===== src/rtl/VX_rop_pkg.sv =====
// Shared ROP CSR types: arbiter state encoding, the latched request record
// and the wrap-around index helper used by the round-robin scan.
package VX_rop_pkg;

   localparam int ROP_CSR_ADDR_WIDTH = 12;
   localparam int ROP_CSR_DATA_WIDTH = 32;
   localparam int ROP_CSR_UUID_WIDTH = 44;

   typedef enum logic [1:0] {
      IDLE,
      ISSUE,
      WAIT
   } rop_csr_arb_state_t;

   typedef struct packed {
      logic                          write;
      logic [ROP_CSR_ADDR_WIDTH-1:0] addr;
      logic [ROP_CSR_DATA_WIDTH-1:0] data;
      logic [ROP_CSR_UUID_WIDTH-1:0] uuid;
   } rop_csr_req_t;

   function automatic int rr_wrap(input int base, input int offset, input int n);
      return (base + offset) % n;
   endfunction

endpackage


===== src/rtl/rop_csr_arbiter_if.sv =====
// Requester-side and CSR-bank-side signals of the ROP CSR arbiter; the
// arbiter takes the slave view, the surrounding cores/bank the master view.
interface rop_csr_arbiter_if #(
   parameter int NUM_REQS   = 4,
   parameter int ADDR_WIDTH = 12,
   parameter int DATA_WIDTH = 32,
   parameter int UUID_WIDTH = 44
);
   logic [NUM_REQS-1:0]                 req_valid;
   logic [NUM_REQS-1:0]                 req_write;
   logic [NUM_REQS-1:0][ADDR_WIDTH-1:0] req_addr;
   logic [NUM_REQS-1:0][DATA_WIDTH-1:0] req_data;
   logic [NUM_REQS-1:0][UUID_WIDTH-1:0] req_uuid;
   logic [NUM_REQS-1:0]                 req_ready;
   logic [NUM_REQS-1:0]                 rsp_valid;
   logic [DATA_WIDTH-1:0]               rsp_data;

   logic                  csr_valid;
   logic                  csr_write;
   logic [ADDR_WIDTH-1:0] csr_addr;
   logic [DATA_WIDTH-1:0] csr_data;
   logic [UUID_WIDTH-1:0] csr_uuid;
   logic                  csr_ready;
   logic                  csr_rsp_valid;
   logic [DATA_WIDTH-1:0] csr_rsp_data;

   modport slave (
      input  req_valid, req_write, req_addr, req_data, req_uuid,
      input  csr_ready, csr_rsp_valid, csr_rsp_data,
      output req_ready, rsp_valid, rsp_data,
      output csr_valid, csr_write, csr_addr, csr_data, csr_uuid
   );

   modport master (
      output req_valid, req_write, req_addr, req_data, req_uuid,
      output csr_ready, csr_rsp_valid, csr_rsp_data,
      input  req_ready, rsp_valid, rsp_data,
      input  csr_valid, csr_write, csr_addr, csr_data, csr_uuid
   );
endinterface


===== src/rtl/rop_csr_rr_sel.sv =====
// Combinational round-robin pick: first valid requester at or after rr_ptr,
// scanning upward with wrap.
module rop_csr_rr_sel
   import VX_rop_pkg::*;
#(
   parameter int NUM_REQS = 4,
   localparam int IDX_W   = $clog2(NUM_REQS)
) (
   input  logic [NUM_REQS-1:0] valid,
   input  logic [IDX_W-1:0]    rr_ptr,
   output logic [NUM_REQS-1:0] grant,
   output logic [IDX_W-1:0]    grant_idx
);
   logic [IDX_W-1:0] scan_idx;

   // Scan from the farthest offset down so the nearest valid index is written last.
   always_comb begin
      // NOTE: every output gets a default first so no path leaves it unassigned (no latch).
      grant     = '0;
      grant_idx = '0;
      scan_idx  = '0;
      for (int i = NUM_REQS - 1; i >= 0; i--) begin
         scan_idx = IDX_W'(rr_wrap(int'(rr_ptr), i, NUM_REQS));
         if (valid[scan_idx]) begin
            grant           = '0;
            grant[scan_idx] = 1'b1;
            grant_idx       = scan_idx;
         end
      end
   end

endmodule


===== src/rtl/rop_csr_arbiter.sv =====
// Round-robin arbiter sharing the ROP CSR slave port among NUM_REQS core
// slices; one transaction in flight, reads hold the grant until data returns.
module rop_csr_arbiter
   import VX_rop_pkg::*;
#(
   parameter int NUM_REQS   = 4,
   parameter int ADDR_WIDTH = ROP_CSR_ADDR_WIDTH,
   parameter int DATA_WIDTH = ROP_CSR_DATA_WIDTH,
   parameter int UUID_WIDTH = ROP_CSR_UUID_WIDTH
) (
   input  logic             clk,
   input  logic             reset,
   rop_csr_arbiter_if.slave bus,
   output logic             busy,
   output logic             err_unexp_rsp
);
   localparam int               IDX_W    = $clog2(NUM_REQS);
   localparam logic [IDX_W-1:0] LAST_IDX = IDX_W'(NUM_REQS - 1);

   rop_csr_arb_state_t    state;
   logic [IDX_W-1:0]      rr_ptr;
   logic [IDX_W-1:0]      owner;
   logic [IDX_W-1:0]      grant_idx;
   logic [NUM_REQS-1:0]   grant;
   logic [NUM_REQS-1:0]   rsp_valid_q;
   logic [DATA_WIDTH-1:0] rsp_data_q;
   logic                  csr_valid_q;
   rop_csr_req_t          req_q;

   rop_csr_rr_sel #(.NUM_REQS(NUM_REQS)) u_rr_sel (
      .valid     (bus.req_valid),
      .rr_ptr    (rr_ptr),
      .grant     (grant),
      .grant_idx (grant_idx)
   );

   // Accept is combinational so the requester sees it in its grant cycle.
   assign bus.req_ready = (state == IDLE) ? grant : '0;
   assign bus.rsp_valid = rsp_valid_q;
   assign bus.rsp_data  = rsp_data_q;
   assign bus.csr_valid = csr_valid_q;
   assign bus.csr_write = req_q.write;
   assign bus.csr_addr  = ADDR_WIDTH'(req_q.addr);
   assign bus.csr_data  = DATA_WIDTH'(req_q.data);
   assign bus.csr_uuid  = UUID_WIDTH'(req_q.uuid);
   assign busy          = (state != IDLE);

   // NOTE: all state here updates with <= so every register samples pre-edge values.
   always_ff @(posedge clk or posedge reset) begin
      if (reset) begin
         state         <= IDLE;
         rr_ptr        <= '0;
         owner         <= '0;
         req_q         <= '0;
         csr_valid_q   <= 1'b0;
         rsp_valid_q   <= '0;
         rsp_data_q    <= '0;
         err_unexp_rsp <= 1'b0;
      end else begin
         rsp_valid_q <= '0;
         // Responses are only meaningful while a read is waiting for data.
         if (bus.csr_rsp_valid && (state != WAIT)) begin
            err_unexp_rsp <= 1'b1;
         end
         case (state)
            IDLE: begin
               if (|bus.req_valid) begin
                  req_q.write <= bus.req_write[grant_idx];
                  req_q.addr  <= ROP_CSR_ADDR_WIDTH'(bus.req_addr[grant_idx]);
                  req_q.data  <= ROP_CSR_DATA_WIDTH'(bus.req_data[grant_idx]);
                  req_q.uuid  <= ROP_CSR_UUID_WIDTH'(bus.req_uuid[grant_idx]);
                  owner       <= grant_idx;
                  rr_ptr      <= (grant_idx == LAST_IDX) ? '0 : grant_idx + IDX_W'(1);
                  csr_valid_q <= 1'b1;
                  state       <= ISSUE;
               end
            end
            ISSUE: begin
               if (bus.csr_ready) begin
                  csr_valid_q <= 1'b0;
                  state       <= req_q.write ? IDLE : WAIT;
               end
            end
            WAIT: begin
               if (bus.csr_rsp_valid) begin
                  rsp_data_q         <= bus.csr_rsp_data;
                  rsp_valid_q[owner] <= 1'b1;
                  state              <= IDLE;
               end
            end
            default: state <= IDLE;
         endcase
      end
   end

endmodule


===== src/flat_wrapper.sv =====
// flat-port wrapper written by rule: the top's interface ports become plain ports
module rop_csr_arbiter_flat import VX_rop_pkg::*;
#(
   parameter int NUM_REQS   = 4,
   parameter int ADDR_WIDTH = ROP_CSR_ADDR_WIDTH,
   parameter int DATA_WIDTH = ROP_CSR_DATA_WIDTH,
   parameter int UUID_WIDTH = ROP_CSR_UUID_WIDTH
)
  (clk, reset, busy, err_unexp_rsp, bus_req_valid, bus_req_write, bus_req_addr, bus_req_data, bus_req_uuid, bus_csr_ready, bus_csr_rsp_valid, bus_csr_rsp_data, bus_req_ready, bus_rsp_valid, bus_rsp_data, bus_csr_valid, bus_csr_write, bus_csr_addr, bus_csr_data, bus_csr_uuid);
  rop_csr_arbiter_if #(.NUM_REQS(NUM_REQS), .ADDR_WIDTH(ADDR_WIDTH), .DATA_WIDTH(DATA_WIDTH), .UUID_WIDTH(UUID_WIDTH)) bus_i ();
  input  logic clk;
  input  logic reset;
  output logic busy;
  output logic err_unexp_rsp;
  input wire logic [$bits(bus_i.req_valid)-1:0] bus_req_valid;
  input wire logic [$bits(bus_i.req_write)-1:0] bus_req_write;
  input wire logic [$bits(bus_i.req_addr)-1:0] bus_req_addr;
  input wire logic [$bits(bus_i.req_data)-1:0] bus_req_data;
  input wire logic [$bits(bus_i.req_uuid)-1:0] bus_req_uuid;
  input wire logic [$bits(bus_i.csr_ready)-1:0] bus_csr_ready;
  input wire logic [$bits(bus_i.csr_rsp_valid)-1:0] bus_csr_rsp_valid;
  input wire logic [$bits(bus_i.csr_rsp_data)-1:0] bus_csr_rsp_data;
  output wire logic [$bits(bus_i.req_ready)-1:0] bus_req_ready;
  output wire logic [$bits(bus_i.rsp_valid)-1:0] bus_rsp_valid;
  output wire logic [$bits(bus_i.rsp_data)-1:0] bus_rsp_data;
  output wire logic [$bits(bus_i.csr_valid)-1:0] bus_csr_valid;
  output wire logic [$bits(bus_i.csr_write)-1:0] bus_csr_write;
  output wire logic [$bits(bus_i.csr_addr)-1:0] bus_csr_addr;
  output wire logic [$bits(bus_i.csr_data)-1:0] bus_csr_data;
  output wire logic [$bits(bus_i.csr_uuid)-1:0] bus_csr_uuid;
  assign bus_i.req_valid = bus_req_valid;
  assign bus_i.req_write = bus_req_write;
  assign bus_i.req_addr = bus_req_addr;
  assign bus_i.req_data = bus_req_data;
  assign bus_i.req_uuid = bus_req_uuid;
  assign bus_i.csr_ready = bus_csr_ready;
  assign bus_i.csr_rsp_valid = bus_csr_rsp_valid;
  assign bus_i.csr_rsp_data = bus_csr_rsp_data;
  assign bus_req_ready = bus_i.req_ready;
  assign bus_rsp_valid = bus_i.rsp_valid;
  assign bus_rsp_data = bus_i.rsp_data;
  assign bus_csr_valid = bus_i.csr_valid;
  assign bus_csr_write = bus_i.csr_write;
  assign bus_csr_addr = bus_i.csr_addr;
  assign bus_csr_data = bus_i.csr_data;
  assign bus_csr_uuid = bus_i.csr_uuid;
  rop_csr_arbiter #(.NUM_REQS(NUM_REQS), .ADDR_WIDTH(ADDR_WIDTH), .DATA_WIDTH(DATA_WIDTH), .UUID_WIDTH(UUID_WIDTH)) u_core (.clk(clk), .reset(reset), .bus(bus_i), .busy(busy), .err_unexp_rsp(err_unexp_rsp));
endmodule

===== config.mk =====
export PLATFORM = sky130hd
export DESIGN_NAME = rop_csr_arbiter_flat
export DESIGN_NICKNAME = d
export VERILOG_FILES = /design/src/rtl/VX_rop_pkg.sv /design/src/rtl/rop_csr_arbiter_if.sv /design/src/rtl/rop_csr_rr_sel.sv /design/src/rtl/rop_csr_arbiter.sv /design/src/flat_wrapper.sv
export SDC_FILE = /design/constraint.sdc
export NUM_CORES = 1
export LEC_CHECK = 0
export CAP_MARGIN = 25
export CORE_AREA = 2 2 205 207
export DETAILED_ROUTE_END_ITERATION = 7
export DIE_AREA = 0 0 207 209
export PLACE_DENSITY_LB_ADDON = 0.05
export SETUP_SLACK_MARGIN = 0.2
export SYNTH_ARGS = -nofsm -noshare
export SYNTH_HDL_FRONTEND = slang
export SYNTH_HIERARCHICAL = 1
export SYNTH_SLANG_ARGS = --single-unit

===== constraint.sdc =====
create_clock -name clk -period 13 [get_ports clk]
set_clock_uncertainty 0.15 [all_clocks]
set_input_delay 1.3 -clock clk [delete_from_list [all_inputs] [get_ports clk]]
set_output_delay 1.3 -clock clk [all_outputs]
set_load 0.005 [all_outputs]

==> results.py <==
metrics = {
    "outcome": {
        "status": "finished clean",
    },
    "yosys": {
        "yosys_warnings": 6,
        "syn_nets": 877,
        "synth_seq_cells": 133,
        "synth_edf_count": 0,
        "synth.distinct_cells": 43,
        "ys_seq_area_share_pct": 41.5,
        "syn_avg_cell_area_sq_um": 17.0,
        "async_flop_share_pct": 100,
        "synth_ff_type": "dfrtp_1",
        "syn_area_sq_mm": 0.00802,
        "syn_inst": 472,
    },
    "route": {
        "met1_length_um": 13300,
        "viasPerCell": 4.16,
        "first_iter_violations": 272,
        "avgRoutedWirePerCell_um": 22.4,
        "top_layer": "met4",
        "drtPass1Iterations": 4,
        "drtAntennaViolNets": 0,
        "drc": 0,
        "dr_wl_met3_um": 2250,
        "vias": 6395,
        "met2_length_um": 18500,
        "finalWirelength_um": 34400,
    },
    "hold_path": {
        "holdPathEnd": "u_core/err_unexp_rsp",
        "min_path_cells": 1,
        "worstHoldPathType": "reg -> reg",
        "hold_path_startpoint": "u_core/err_unexp_rsp",
    },
    "cts": {
        "post_cts_buffers": 0,
        "ctsResizeCount": 0,
        "numCtsBuffers": 17,
        "clockBufferDepth": 2,
        "htree_levels": 4,
        "clk_pin_slew_worst_paths_ps": 60,
        "clk_root_buffer_cell": "clkbuf_16",
        "clock_latency_ps": 440,
        "postCtsHoldBufs": 0,
        "clock-sinks": 133,
        "cts_tree": "done",
    },
    "placed_design": {
        "port_buffers": 527,
        "hpwl_um": 26700,
        "place_congestion": 0.755,
        "placed_cells": 1505,
        "place_area_sq_mm": 0.0137,
    },
    "cells_and_area": {
        "layout_commonest_cell": "clkdlybuf4s50_1",
        "fin_area_sq_mm": 0.0144,
        "finish.utilization_pct": 34.8,
        "layout_common_cells": "527 x clkdlybuf4s50_1, 133 x dfrtp_1, 90 x mux4_2",
        "instances_no_fill": 1539,
        "area_growth_pct": 78.9,
        "layout.nets": 1391,
        "drive_above_1_share_pct": 26.7,
    },
    "setup_path": {
        "rr_endpoint": "u_core/bus.csr_addr[10]",
        "reg2reg_depth": 8,
        "cp_max_fo": 11,
        "required_ps": 11550,
        "start_kind": "input pin",
        "cp.arrival_ps": 3940,
        "setup.worst_path.end_class": "output pin",
        "regToRegSetupSlack_ps": 8660,
        "reg2reg_from": "u_core/rr_ptr[0]",
        "timing_worst_setup_path_type": "in -> out",
    },
    "floorplanning": {
        "die_h_um": 209,
        "fp.dieW_um": 207,
        "initial_core_util_pct": 19.4,
        "core_sq_mm": 0.0413,
        "ios": 528,
        "die_area_sq_mm": 0.0433,
        "rows": 75,
    },
    "global_routing": {
        "grt_pass1_wl_um": 49700,
        "antenna_found_initial": 3,
        "grt_max_degree": 81,
        "grt_pass1_vias": 7001,
        "grt_overflow": 0,
        "track_usage_pct": 15.7,
    },
    "pwr": {
        "ir_drop_mv": 0.282,
        "p_per_area_mw_per_mm2": 236,
        "p_leak_nw": 5.61,
    },
    "job": {
        "maxCapViolations": 0,
    },
    "timing": {
        "setup_viol_count_final": 0,
        "drv_slew": 0,
        "worst_pin_slew_ps": 939,
        "fin_crit_sh_pct": 41.5,
        "setup_tns_ps": 0,
        "hold_viol": 0,
        "rsz0062_at_grt": "false",
        "slew_headroom_pct": 37.4,
        "max_freq_mhz": 186,
        "finalCriticalPeriod_ps": 5390,
    },
}
## synthesized netlist by cell type (2+ instances only)
master / instances / area (sq um)
dfrtp_1: 133 / 3330
mux4_2: 90 / 2030
mux2_4: 70 / 1050
mux2_2: 58 / 653
buf_6: 21 / 236
buf_2: 9 / 45.0
ha_1: 9 / 113
clkbuf_1: 7 / 26.3
inv_1: 7 / 26.3
nand2_1: 7 / 26.3
a21oi_1: 4 / 20.0
and2_1: 4 / 25.0
mux2i_1: 4 / 40.0
nor2_1: 4 / 15.0
o2111ai_1: 4 / 35.0
o21ai_0: 4 / 20.0
a21o_1: 2 / 15.0
a221oi_1: 2 / 17.5
buf_4: 2 / 15.0
mux4_1: 2 / 52.6
nand2b_1: 2 / 12.5
nand4_1: 2 / 12.5
nor3_1: 2 / 10.0
nor3b_1: 2 / 15.0
o211ai_1: 2 / 15.0
or4_1: 2 / 15.0
## cell families after synthesis
kind of cell | Yosys count | share of synthesized area (%)
buffers and inverters | 47 | 4.44
multiplexers | 224 | 47.7
flip-flops | 133 | 41.5
adder cells (fa/ha/maj) | 9 | 1.40
AND/OR/NAND/NOR | 34 | 2.73
AO/OA/AOI/OAI | 25 | 2.29
## worst max-delay path by stage
stage | startpoint | end | slack, ps | cells past startpoint
2_1_floorplan | reset | u_core/bus.csr_addr[0] | 8000 | 1
4_1_cts | u_core/rr_ptr[0] | bus_req_ready[0] | 7560 | 8
3_3_place_gp | bus_req_valid[2] | bus_req_ready[0] | 7610 | 7
3_5_place_dp | bus_req_valid[2] | bus_req_ready[0] | 7630 | 7
6_report | bus_req_valid[2] | bus_req_ready[0] | 7610 | 7
5_1_grt | u_core/rr_ptr[0] | bus_req_ready[0] | 7310 | 8
## registers in the layout, indices dropped and copies added (netlist names)
signal	cells
u_core/bus.csr_valid	1
u_core/bus.csr_write	1
u_core/bus.csr_uuid	44
u_core/err_unexp_rsp	1
u_core/state	2
u_core/bus.csr_addr	12
u_core/bus.csr_data	32
u_core/bus.rsp_valid	4
u_core/bus.rsp_data	32
u_core/rr_ptr	2
u_core/owner	2
## worst max-delay path, cell delays in order
cell and delay [ps]:
clkdlybuf4s50_1 610, mux4_2 640, or4_1 490, and4_4 210, o211ai_2 60, and2_1 130, clkdlybuf4s50_1 500
## per-stage QoR
step                      hold slack [ps]  setup slack (ps)  power (mW)
after floorplan                       301              8000        2.13
after global placement                294              7610        2.93
after detailed placement              295              7630        2.91
after CTS                             310              7560        3.46
after global routing                  338              7310        3.61
final                                 305              7610        3.39
## per-layer routing
metal / GRT usage (%) / vias up
met4: 4.11 / 0
met3: 5.17 / 17
li1: - / 2909
met1: 17.8 / 3218
met5: 0 / -
met2: 28.4 / 251
## area by class of cell
type,instances,area [sq um]
fill,4059,26900
clock buffer,21,470
antenna,3,7.51
multi-input combinational,292,4360
clock inverter,9,128
sequential,133,3330
inverter,7,31.3
timing repair buffer,535,5360
tap,539,674
## power breakdown
| part | total (mW) | switching, mW | internal, mW |
|---|---|---|---|
| clock network | 0.510 | 0.197 | 0.314 |
| logic | 2.12 | 0.774 | 1.34 |
| registers | 0.759 | 0.129 | 0.630 |
Power figures use the tool's default switching activity.
